[config.mk]
export PLATFORM = sky130hd
export DESIGN_NAME = lsp_hist_update
export DESIGN_NICKNAME = d
export VERILOG_FILES = /design/src/rtl/lsp_hist_update.sv
export SDC_FILE = /design/constraint.sdc
export NUM_CORES = 1
export LEC_CHECK = 0
export CORE_MARGIN = 3
export CORE_UTILIZATION = 52
export CTS_BUF_LIST = sky130_fd_sc_hd__clkbuf_4 sky130_fd_sc_hd__clkbuf_8
export DETAILED_ROUTE_END_ITERATION = 12
export PLACE_DENSITY = 0.95
export SKIP_LAST_GASP = 1
export SLEW_MARGIN = 20
export SYNTH_ARGS = -nofsm -noshare
export SYNTH_HDL_FRONTEND = slang
export SYNTH_SLANG_ARGS = --single-unit
[constraint.sdc]
create_clock -name clk -period 4.94 [get_ports clk]
set_input_delay 0.988 -clock clk [delete_from_list [all_inputs] [get_ports clk]]
set_output_delay 0.988 -clock clk [all_outputs]
set_load 0.02 [all_outputs]
[src/rtl/lsp_hist_update.sv]
// lsp_hist_update: shifts/presets the NP-row predictor history in shared memory,
// copying one element per cycle through a pipelined read/write engine.
module lsp_hist_update #(
    parameter int M = 10,
    parameter int NP = 4,
    parameter int AW = 11,
    parameter int DW = 32,
    parameter int STRIDE_LOG2 = 4
) (
    input  logic          clk,
    input  logic          reset,
    input  logic          start,
    input  logic [1:0]    mode,
    input  logic [AW-1:0] histAddr,
    input  logic [AW-1:0] srcAddr,
    input  logic [DW-1:0] memIn,
    output logic [AW-1:0] memReadAddr,
    output logic [AW-1:0] memWriteAddr,
    output logic [DW-1:0] memOut,
    output logic          memWriteEn,
    output logic          busy,
    output logic          done
);
    localparam int KW = $clog2(NP) + 1;
    localparam int JW = $clog2(M + 1);
    localparam logic [1:0] PRESET = 2'd1, SHIFT = 2'd2, NOP = 2'd3;
    typedef enum logic [1:0] {IDLE, ROW, COPY, DONE} state_t;
    state_t state, stateNxt;
    logic [KW-1:0] k;
    logic [JW-1:0] j;
    logic [1:0] md;
    logic [AW-1:0] hist, src;
    logic lastCopy, fromSrc;
    assign lastCopy = state == COPY && j == JW'(M);
    // row 0 of an UPDATE is the insert, which reads the new vector like PRESET does
    assign fromSrc = md == PRESET || k == '0;
    // read data is forwarded straight to the write port the cycle it arrives
    assign memOut = memWriteEn ? memIn : '0;
    always_comb begin
        stateNxt = state;
        case (state)
            IDLE: if (start) stateNxt = (mode == NOP || (mode == SHIFT && NP == 1)) ? DONE : ROW;
            ROW: stateNxt = COPY;
            COPY: if (lastCopy) stateNxt = (k == '0 || (md == SHIFT && k == KW'(1))) ? DONE : ROW;
            default: stateNxt = IDLE;
        endcase
    end
    always_ff @(posedge clk or negedge reset) begin
        if (!reset) state <= IDLE;
        else state <= stateNxt;
    end
    always_ff @(posedge clk or negedge reset) begin
        if (!reset) begin
            memReadAddr <= '0;
            memWriteAddr <= '0;
            memWriteEn <= 1'b0;
            busy <= 1'b0;
            done <= 1'b0;
            k <= '0;
            j <= '0;
            md <= '0;
            hist <= '0;
            src <= '0;
        end else begin
            done <= stateNxt == DONE;
            busy <= stateNxt == ROW || stateNxt == COPY;
            memWriteEn <= state == COPY && j != JW'(M);
            if (state == IDLE && start) begin
                md <= mode;
                hist <= histAddr;
                src <= srcAddr;
                k <= KW'(NP - 1);
            end
            if (state == ROW) begin
                memReadAddr <= fromSrc ? src : hist + (AW'(k - KW'(1)) << STRIDE_LOG2);
                memWriteAddr <= hist + (AW'(k) << STRIDE_LOG2);
                j <= '0;
            end
            if (state == COPY) begin
                j <= j + 1'b1;
                if (j < JW'(M - 1)) memReadAddr <= memReadAddr + 1'b1;
                if (j != '0 && j != JW'(M)) memWriteAddr <= memWriteAddr + 1'b1;
                if (lastCopy && k != '0) k <= k - 1'b1;
            end
        end
    end
endmodule

# --- Word-level counts from Yosys, hierarchy flattened ---
# Index checks and enable logic that the tools add are counted.
# Widths: inputs -> output; s select.
totals:
  reg_bits: 58
  word_cells: 62
  inputBits: 59
op_classes:
  muxes: 18
  n_addsub: 7
  n_reduce_logical: 14
  magnitude_cmp: 1
  n_eq_ne: 11
ops:
  columns: ["cell", "count"]
  rows:
  - ["$mux 11", 7]
  - ["$mux 32", 1]
  - ["$add 11x1->11 const B", 2]
  - ["$add 11x11->11", 1]
  - ["$add 11x7->11", 1]
  - ["$eq 2x2->1 const B", 5]
  - ["$mux 3", 3]
  - ["$mux 2", 4]
  - ["$mux 4", 2]
  - ["$eq 2x1->1 const B", 3]
  - ["$logic_and 1x1->1", 6]
  - ["$pmux 2 s3", 1]
  - ["$add 4x1->4 const B", 1]
  - ["$eq 4x4->1 const B", 1]
  - ["$lt 4x4->1 const B", 1]
  - ["$ne 4x4->1 const B", 1]
  - ["$reduce_bool 4->1", 1]
  - ["$sub 3x1->4 const B", 1]
  - ["$eq 3x1->1 const B", 1]
  - ["$logic_not 3->1", 1]
  - ["$logic_or 1x1->1", 3]
  - ["$reduce_bool 3->1", 1]
  - ["$sub 3x1->3 const B", 1]
  - ["$logic_not 2->1", 1]
  - ["$reduce_bool 2->1", 1]

# --- Longest topological paths before layout ---
# Gate-level depths: netlist (run 1).
depth:
  word_depth: 8
  depth_mapped: 9

# --- Least setup slack after synthesis (run 1) ---
# No wires, ideal clock.
synth_path:
  path_kind: "input to output"
  start: "input port memIn[0]"
  end: "output port memOut[0]"
  t_arrival_ns: 1.204
  n_path_buf: 0
  slack_ns: 2.748
  path_stages: 1
  cell_sequence: "and2_1"
synth_between:
  elab_chain_len: 1
synth_lines:
  columns: ["element", "line_no", "source"]
  rows:
  - ["start, declared", "16", "input logic [DW-1:0] memIn,"]
  - ["$mux 32", "38", "assign memOut = memWriteEn ? memIn : '0;"]
  - ["end, declared", "19", "output logic [DW-1:0] memOut,"]
# Every way passes these cells.

# --- Final worst setup path (run 1) ---
layout_path:
  start: "input port memIn[20]"
  end: "output port memOut[20]"
# The elaborated chain is that of the path after synthesis.

==> impl_results.md, run 1 <==
- Max clock buf depth: 2
- Required time worst endpoint: 3.95 ns
- Mean routed wirelength per cell: 18.20 um
- Final worst-path cycle share: 64.55%
- Crit path arrival time: 2.20 ns
- Overall die height: between 80 and 90 um
- Gates resized, CTS repair: 0
- Hold-fix buffer count after cts: 0
- Mean number of vias per cell: roughly 6.0
- Total overflow reported by the global router: 0
- Chain of cells forming the critical path: clkdlybuf4s50_1, and2_1, clkdlybuf4s50_1
- Vias: 3424
- Run status: finished clean
- Synth-to-layout area growth: 39.46%
- Critical path startpoint category: primary input
- Sequential share of the synthesized area: 40.15%
- Register bit count reported by yosys: 58
- Final weighted congestion in routability-driven placement: 0.9057
- Number of cells produced by synthesis: 374
- Antenna violations before repair: 0
- Number of DRC violations after detailed-routing iteration 0: 334
- Proportion of layout cells with a drive suffix above 1: 9.919%
- Standard cell core area: 0.006531 sq mm
- Syn. warnings: 0
- Number of nets in the final layout: 572
- Type of the tightest min-delay check: reg2reg
- Clock transition time at the flip-flop clock pins of the worst setup and hold paths: 0.08 ns
- Worst vdd ir: 0.0003472 V
- Post-layout minimum cycle time: 3.189 ns
- Antenna Nets Post-Route: 0
- CTS buffer count: 9
- Post-synth top flop: dfrtp_1
- Die width: 89.38 um
- Stage delay of the slowest cell on the critical path: 0.62 ns
- Global Route Usage Sum: 26.89%
- Most repeated library cell on the critical path: clkdlybuf4s50_1
- Clock tree from TritonCTS: built
- Max-capacitance violation count: 0
- Area share of the largest cell type after synthesis: 40.15%
- Power Density: approximately 620 mW/mm^2
- Buffers and inverters on the worst path: 2
- Number of enable-type register cells in the synthesized netlist: 0
- Depth of the CTS H-tree: 3
- Cell area after technology mapping: 0.003615 sq mm
- Post-CTS repair timing setup buffer count: 0
- Total negative slack for setup checks: 0 ns
- Number of global-route vias before repair: approximately 3300
- Syn avg cell area: about 9.7 sq um
- Pre-Repair DR Iteration Count: 5
- Clock Skews: between 0.01 and 0.015 ns
- Count of standard-cell rows: 29
- Routed Wire Length: 10390 um
- Critical path capture point type: output pin
- Top cell types by occurrence after synthesis: 58 x dfrtp_1, 33 x and2_1, 32 x nand2_1
- Cell leakage power: 2.091 nW
- Most frequent cell after synthesis: dfrtp_1
- Fin. Hold Viols: 0
- Worst-path cell with the longest stage delay: clkdlybuf4s50_1
- Share of synthesized flip-flops with an asynchronous set or reset: 100.0%
- Fraction of the core area covered by cells at the end of the flow: 77.18%
- RSZ-0062 raised after global routing: false
- Num Clock Sinks: 58
- Syn_nets: 457
- Maximum number of pins on one net before global-route repair: 37
- Initial core utilization: 55.34%
- Setup violations, final: 0
- Crit Path Category: in2out
- IO Count: 116
- Family with the most delay on the worst path: buffers and inverters
- Worst-skew pair later-pin latency: 0.36 ns
- Top area cells in the synthesized netlist: dfrtp_1 40%, ha_1 7.6%, mux2_2 6.9%
- Fill cell total of the finished layout: 414
- First-pass GRT wire length: 16280 um
- DRC errors left: 0
- Root buffer cell: clkbuf_8
- Area of the die: 0.007988 sq mm
- Relative slew slack: between 20 and 30%
- Ant. Diodes: 0
- Half-perimeter wire length after placement: 7616 um
- Highest Clock Rate: 313.6 MHz
- Number of distinct standard cells referenced by the synthesized netlist: 54
- Max Fanout on Critical Path: 1
- Number of port buffers: 115
- Worst Tran Pin Value: 1.069 ns
- Final slew viol count: 0
- Library cell with the largest summed area after synthesis: dfrtp_1
==> area by class of cell <==
cell class | instances | area (sq um) | area share, %
Timing Repair Buffer | 117 | 1161 | 23.03
Inverter | 15 | 56.30 | 1.117
Multi-Input combinational cell | 288 | 2051 | 40.68
Clock inverter | 7 | 101.3 | 2.010
Clock buffer | 9 | 123.9 | 2.457
Tap cell | 77 | 96.34 | 1.911
Sequential cell | 58 | 1451 | 28.79
==> layer usage <==
metal,vias to the layer above,routed length (um),global-route usage [%]
met5,-,0,0
met4,0,382,12.31
met3,42,747,7.097
met2,170,5221,45.81
met1,1630,4039,31.64
li1,1582,-,-
==> through the flow <==
stage	worst slack, ns	hold slack (ns)	std cells	power [mW]	instance area, sq um
2_1_floorplan	2.748	0.4753	374	1.935	3615
3_3_place_gp	1.789	0.5016	555	2.487	4816
3_5_place_dp	1.751	0.5036	555	2.569	4816
4_1_cts	1.745	0.5281	571	3.104	5041
5_1_grt	1.721	0.5319	571	3.299	5041
6_report	1.751	0.5231	571	3.108	5041
==> state kept, by name, indices dropped and copies added, names as in the netlist <==
name,count
hist,11
memReadAddr,11
memWriteAddr,11
src,11
j,4
k,3
md,2
state,2
busy,1
done,1
memWriteEn,1
==> worst register-to-register path, stage by stage, from the launching register on <==
cell and delay, ns:
dfrtp_1 0.40, inv_1 0.12, ha_1 0.49, o21ai_0 0.53, nor3_1 0.46, a311oi_1 0.15, a2111oi_1 0.38
==> where the power goes <==
part / switching, mW / total, mW / leakage, nW / internal [mW]
clock: 0.216 / 0.502 / 0.106 / 0.287
combinational: 0.881 / 1.66 / 1.31 / 0.776
sequential: 0.257 / 0.949 / 0.679 / 0.693
total: 1.35 / 3.11 / 2.09 / 1.76
==> logic make-up after synthesis <==
group	synth area share, %
mux	9.415
xor+xnor	2.181
flops	40.15
simple gates	19.56
buf+inv	3.115
fa+ha+maj	8.723
compound gates	16.86
==> placed cells by master (no fill, tap or decap), types with 7 or more instances in the layout <==
master	n
and2_1	33
nor2b_1	8
nor2_1	24
a211oi_1	11
nand2_1	32
mux2i_1	7
inv_1	12
nand3_1	13
o21ai_0	22
a21oi_1	15
a311oi_1	7
clkbuf_8	9
ha_1	22
mux2_2	22
dfrtp_1	58
clkdlybuf4s50_1	114
==> worst paths after layout <==
check                                from              to  slack, ns  cells after the start
worst max register to register   state[0]  memReadAddr[9]       2.29                      6
min in group asynchronous           reset         hist[3]       0.59                      1
worst min-delay path               src[3]          src[3]       0.52                      1
max in group asynchronous           reset            j[1]       3.48                      2
worst max-delay path            memIn[20]      memOut[20]       1.75                      3
worst min register to register     src[3]          src[3]       0.52                      1
Note: power is estimated with default switching activity, not from simulation.
==> run 2, diff against run 1 <==
--- a/config.mk
+++ b/config.mk
@@ -6,10 +6,10 @@
 export NUM_CORES = 1
 export LEC_CHECK = 0
 export CORE_MARGIN = 3
-export CORE_UTILIZATION = 52
+export CORE_UTILIZATION = 48
 export CTS_BUF_LIST = sky130_fd_sc_hd__clkbuf_4 sky130_fd_sc_hd__clkbuf_8
 export DETAILED_ROUTE_END_ITERATION = 12
-export PLACE_DENSITY = 0.95
+export PLACE_DENSITY = 0.92
 export SKIP_LAST_GASP = 1
 export SLEW_MARGIN = 20
 export SYNTH_ARGS = -nofsm -noshare
==> constraint.sdc (replaced) <==
create_clock -name clk -period 3.3 [get_ports clk]
set_input_delay 0.66 -clock clk [delete_from_list [all_inputs] [get_ports clk]]
set_output_delay 0.66 -clock clk [all_outputs]
set_load 0.02 [all_outputs]
==> impl_results.md, run 2 (same netlist as run 1, synthesis figures left out) <==
- Run status: finished clean
- Critical path capture point type: output pin
- Total negative slack for setup checks: 0 ns (unchanged)
- Area of the die: 0.008608 sq mm (+7.8%)
- Chain of cells forming the critical path: and2_1, clkdlybuf4s50_1
- Fin. Hold Viols: 0 (unchanged)
- Most used cells in the layout excluding fill and tap cells: 114 x clkdlybuf4s50_1, 58 x dfrtp_1, 33 x and2_1
- Standard cell core area: 0.007292 sq mm (+12%)
- Clock tree from TritonCTS: built
- Placed Cells: 579 (+4.3%)
- Post-layout minimum cycle time: 2.687 ns
- Clock transition time at the flip-flop clock pins of the worst setup and hold paths: 0.07 ns (about the same)
- Highest Clock Rate: 372.2 MHz
- Sequential standard cell area: 0.001451 sq mm (unchanged)
- Worst-skew pair later-pin latency: 0.35 ns (about the same)
- Reg2Reg Launch Point: state[1]
- Power Density: 916.3 mW/mm^2 (+49%)
- Number of port buffers: 115 (unchanged)
- Area occupied by multi-input gates: 0.002051 sq mm (unchanged)
- Type of the tightest min-delay check: in2async
- Fill cell total of the finished layout: 524 (+27%)
- Die width: 92.78 um (+3.8%)
- Overall die height: 92.78 um (+3.8%)
- Ant. Diodes: 0 (unchanged)
- Setup violations, final: 0 (unchanged)
- Total Power: 4.660 mW (+50%)
- Max Fanout on Critical Path: 33 (+32)
- Antenna violations before repair: 0 (unchanged)
- Antenna Nets Post-Route: 0 (unchanged)
- Half-perimeter wire length after placement: 7774 um (+2.1%)
- Required time worst endpoint: 2.64 ns (-1.31 ns)
- Number of global-route vias before repair: 3313 (-0.96%)
- Post-CTS repair timing setup buffer count: 0 (unchanged)
- Fraction of the core area covered by cells at the end of the flow: 69.75% (-7.4 points)
- Initial core utilization: 49.57% (-5.8 points)
- Crit path arrival time: 2.03 ns (-0.17 ns)
- Final weighted congestion in routability-driven placement: 0.8804 (-2.8%)
- Critical path startpoint category: flip-flop
- Depth of the CTS H-tree: 3 (unchanged)
- Leading cell type in the layout, fill and taps excluded: clkdlybuf4s50_1
- Final instance count without filler cells: 595 (+4.2%)
- Global Route Usage Sum: 24.00% (-2.9 points)
- Hold-fix buffer count after cts: 0 (unchanged)
- Relative slew slack: 51.10% (+23 points)
- Final slew viol count: 0 (unchanged)
- CTS buffer count: 9 (unchanged)
- Worst-case setup margin in the final layout: 0.6135 ns (-1.138 ns)
- Total overflow reported by the global router: 0 (unchanged)
- Routed Wire Length: 10250 um (-1.4%)
- RSZ-0062 raised after global routing: false
- Max clock buf depth: 2 (unchanged)
- Worst setup slack after placement: 0.7006 ns (-1.050 ns)
- Number of nets in the final layout: 574 (+0.35%)
- Maximum number of pins on one net before global-route repair: 42 (+14%)
- Vias: 3458 (+0.99%)
- Max-capacitance violation count: 0 (unchanged)
- Proportion of layout cells with a drive suffix above 1: 10.28% (+0.36 points)
- Critical Path Start: memWriteEn
- IO Count: 116 (unchanged)
- Stage delay of the slowest cell on the critical path: 0.76 ns (+0.14 ns)
- Count of standard-cell rows: 31 (+6.9%)
- Cell leakage power: 2.108 nW (+0.79%)
- Root buffer cell: clkbuf_8
- Number of DRC violations after detailed-routing iteration 0: 310 (-7.2%)
- Pre-Repair DR Iteration Count: 6 (+1)
- Worst-path cell with the longest stage delay: dfrtp_1
- DRC errors left: 0 (unchanged)
- Final worst-path cycle share: 81.41%
- Clock Skews: 0.01139 ns (+0.001001 ns)
- Num Clock Sinks: 58 (unchanged)
- First-pass GRT wire length: 16340 um (+0.38%)
- Mean number of vias per cell: 5.812 (-3.1%)
- Worst vdd ir: 0.0004131 V (+19%)
- Synth-to-layout area growth: 40.71%
- Mean routed wirelength per cell: 17.22 um (-5.4%)
- Gates resized, CTS repair: 0 (unchanged)
- Worst Tran Pin Value: 0.7335 ns (-0.3356 ns)
- Crit Path Category: reg2out
==> run 2: cell count changes in the layout (fill, tap and decap cells not counted), sizes merged <==
cell | before | now
clkinv | 2 | 3
inv | 16 | 15
clkinvlp | 2 | 1
buf | 3 | 5
clkbuf | 9 | 10
==> run 2: path summary, 6_finish.rpt <==
path	end	cells past startpoint	slack, ns
worst max-delay path	memOut[10]	2	0.61
worst min-delay path	memReadAddr[1]	1	0.23
worst max register to register	memReadAddr[9]	7	0.79
worst min register to register	src[4]	1	0.52
max in group asynchronous	busy	2	2.20
min in group clk	src[4]	1	0.52
==> run 2: per-layer routing <==
layer | GRT usage [%] | routed length [um]
met5 | 0 | 0
met4 | 12.09 | 312
met3 | 5.361 | 933
met2 | 41.69 | 5185
met1 | 27.60 | 3817
==> run 2: through the flow <==
step / hold slack (ns) / area (sq um)
6_report: 0.2259 / 5086
5_1_grt: 0.2690 / 5086
4_1_cts: 0.2381 / 5086
3_5_place_dp: 0.5029 / 4858
3_3_place_gp: 0.4897 / 4858
2_1_floorplan: 0.3644 / 3615
==> run 2: critical path: cells and delay by family, from the launching register on <==
family        cells  cell delay (ns)
flops             1             0.76
buf+inv           1             0.63
simple gates      1             0.29
==> run 2: area by class of cell <==
cell class	count	share of cell area (%)
tap	99	2.435
timing repair buffer	119	23.12
clock inverter	6	1.771
sequential	58	28.54
multi-input combinational	288	40.32
clock buffer	10	2.706
inverter	15	1.107
==> run 2: power breakdown <==
| part | leakage (nW) | switching [mW] | internal, mW |
|---|---|---|---|
| clock network | 0.112 | 0.304 | 0.446 |
| registers | 0.679 | 0.386 | 1.04 |
| logic | 1.32 | 1.32 | 1.17 |
| total | 2.11 | 2.01 | 2.65 |
==> run 3, diff against run 2 <==
--- a/config.mk
+++ b/config.mk
@@ -6,10 +6,10 @@
 export NUM_CORES = 1
 export LEC_CHECK = 0
 export CORE_MARGIN = 3
-export CORE_UTILIZATION = 48
+export CORE_UTILIZATION = 44
 export CTS_BUF_LIST = sky130_fd_sc_hd__clkbuf_4 sky130_fd_sc_hd__clkbuf_8
 export DETAILED_ROUTE_END_ITERATION = 12
-export PLACE_DENSITY = 0.92
+export PLACE_DENSITY = 0.89
 export SKIP_LAST_GASP = 1
 export SLEW_MARGIN = 20
 export SYNTH_ARGS = -nofsm -noshare
==> constraint.sdc (replaced) <==
create_clock -name clk -period 2.3 [get_ports clk]
set_input_delay 0.46 -clock clk [delete_from_list [all_inputs] [get_ports clk]]
set_output_delay 0.46 -clock clk [all_outputs]
set_load 0.02 [all_outputs]
==> impl_results.md, run 3 (same netlist as run 1, synthesis figures left out) <==
- Run status: finished clean
- Clock transition time at the flip-flop clock pins of the worst setup and hold paths: 0.08 ns (about the same)
- Die width: 96.64 um (+4.2%)
- Global Route Usage Sum: 22.43% (-1.6 points)
- Clock Skews: 0.01154 ns (+0.0001516 ns)
- Depth of the CTS H-tree: 3 (unchanged)
- Max clock buf depth: 2 (unchanged)
- Count of standard-cell rows: 32 (+3.2%)
- Mean routed wirelength per cell: 16.99 um (-1.3%)
- Buffers and inverters on the worst path: 2 (+1)
- Worst-path cell with the longest stage delay: dfrtp_1
- CTS buffer count: 9 (unchanged)
- Worst-skew pair later-pin latency: 0.35 ns (about the same)
- Fin. Hold Viols: 0 (unchanged)
- Critical path capture point type: flip-flop
- Half-perimeter wire length after placement: 7729 um (-0.58%)
- IO Count: 116 (unchanged)
- Number of global-route vias before repair: 3481 (+5.1%)
- Crit Path Category: reg2reg
- Pre-Repair DR Iteration Count: 6 (unchanged)
- Vias: 3464 (+0.17%)
- Type of the tightest min-delay check: in2async
- Overall die height: 96.64 um (+4.2%)
- Relative slew slack: 56.76% (+5.7 points)
- Area occupied by multi-input gates: 0.002097 sq mm (+2.3%)
- Chain of cells forming the critical path: inv_1, ha_1, nor2b_1, o21ai_0, buf_4, o31ai_1, o31a_1, a21oi_1
- Number of port buffers: 115 (unchanged)
- Total Power: 6.819 mW (+46%)
- Total negative slack for setup checks: 0 ns (unchanged)
- Critical Path Start: j[0]
- Reg2Reg Launch Point: j[0]
- Antenna Nets Post-Route: 0 (unchanged)
- Worst slack on hold paths: 0.1238 ns (-0.1021 ns)
- Num Clock Sinks: 58 (unchanged)
- Worst Tran Pin Value: 0.6486 ns (-0.08497 ns)
- Number of nets in the final layout: 584 (+1.7%)
- First-pass GRT wire length: 17190 um (+5.2%)
- DRC errors left: 0 (unchanged)
- Worst vdd ir: 0.0005519 V (+34%)
- Synth-to-layout area growth: 44.83%
- Standard cell core area: 0.007848 sq mm (+7.6%)
- Total overflow reported by the global router: 0 (unchanged)
- Crit path arrival time: 2.43 ns (+0.40 ns)
- Max-capacitance violation count: 0 (unchanged)
- Number of DRC violations after detailed-routing iteration 0: 219 (-29%)
- Maximum number of pins on one net before global-route repair: 34 (-19%)
- Post-layout minimum cycle time: 2.208 ns
- Sequential standard cell area: 0.001451 sq mm (unchanged)
- Most used cells in the layout excluding fill and tap cells: 114 x clkdlybuf4s50_1, 58 x dfrtp_1, 33 x and2_1
- Fill cell total of the finished layout: 596 (+14%)
- Final slew viol count: 0 (unchanged)
- Setup violations, final: 0 (unchanged)
- Mean number of vias per cell: 5.697 (-2.0%)
- Root buffer cell: clkbuf_8
- Power Density: 1303 mW/mm^2 (+42%)
- Max Fanout on Critical Path: 8 (-76%)
- Cell leakage power: 2.168 nW (+2.9%)
- Required time worst endpoint: 2.52 ns (-0.12 ns)
- Antenna violations before repair: 0 (unchanged)
- Stage delay of the slowest cell on the critical path: 0.40 ns (-0.36 ns)
- Area of the die: 0.009339 sq mm (+8.5%)
- RSZ-0062 raised after global routing: true
- Family with the most delay on the worst path: compound AO/OA/AOI/OAI gates
- Final worst-path cycle share: 95.98%
- Highest Clock Rate: approximately 450 MHz
- Routed Wire Length: 10330 um (+0.82%)
- Critical path startpoint category: flip-flop
- Leading cell type in the layout, fill and taps excluded: clkdlybuf4s50_1
- Proportion of layout cells with a drive suffix above 1: 14.03% (+3.7 points)
- Final weighted congestion in routability-driven placement: 0.9159 (+4.0%)
- Initial core utilization: 46.06% (-3.5 points)
- Ant. Diodes: 0 (unchanged)
- Clock tree from TritonCTS: built
-- run 3: repair_timing --
action	4_1_cts	5_1_grt
setup buffers	0	1
setup endpoints to repair	1	3
resized for setup	3	8
pin swaps	0	1
hold buffers	0	0
-- run 3: where the power goes --
group / internal [mW] / total [mW] / switching (mW) / leakage (nW)
Combinational: 1.77 / 3.73 / 1.97 / 1.38
Clock: 0.618 / 1.07 / 0.450 / 0.110
Sequential: 1.49 / 2.02 / 0.531 / 0.679
-- run 3: worst paths after layout --
| kind | end | slack, ns | cells past startpoint |
|---|---|---|---|
| max | memReadAddr[6] | 0.09 | 8 |
| min | memReadAddr[0] | 0.12 | 1 |
| min in group clk | src[3] | 0.52 | 1 |
| max reg2reg | memReadAddr[6] | 0.09 | 8 |
| max in group asynchronous | k[0] | 1.58 | 2 |
| min reg2reg | src[3] | 0.52 | 1 |
-- run 3: cell type report --
class                           instances  area share [%]
Timing Repair Buffer                  129           24.38
Sequential cell                        58           27.72
Clock inverter                          7           1.960
Multi-Input combinational cell        288           40.06
Inverter                               15           1.076
Tap cell                              102           2.438
Clock buffer                            9           2.366
-- run 3: per-layer routing --
metal / GRT usage (%) / vias up / wire length (um)
li1: - / 1605 / -
met1: 27.14 / 1648 / 4202
met2: 38.80 / 191 / 5244
met3: 5.624 / 20 / 697
met4: 7.667 / 0 / 186
met5: 0 / - / 0
-- run 3: metrics by stage --
step	std cells	area (sq um)	util [%]	worst slack, ns
3_5_place_dp	591	4955	63.14	-0.05944
5_1_grt	608	5235	66.71	-0.03153
2_1_floorplan	374	3615	-	0.1621
4_1_cts	607	5199	66.25	0.04727
6_report	608	5235	66.71	0.09242
3_3_place_gp	591	4955	63.14	0.09178
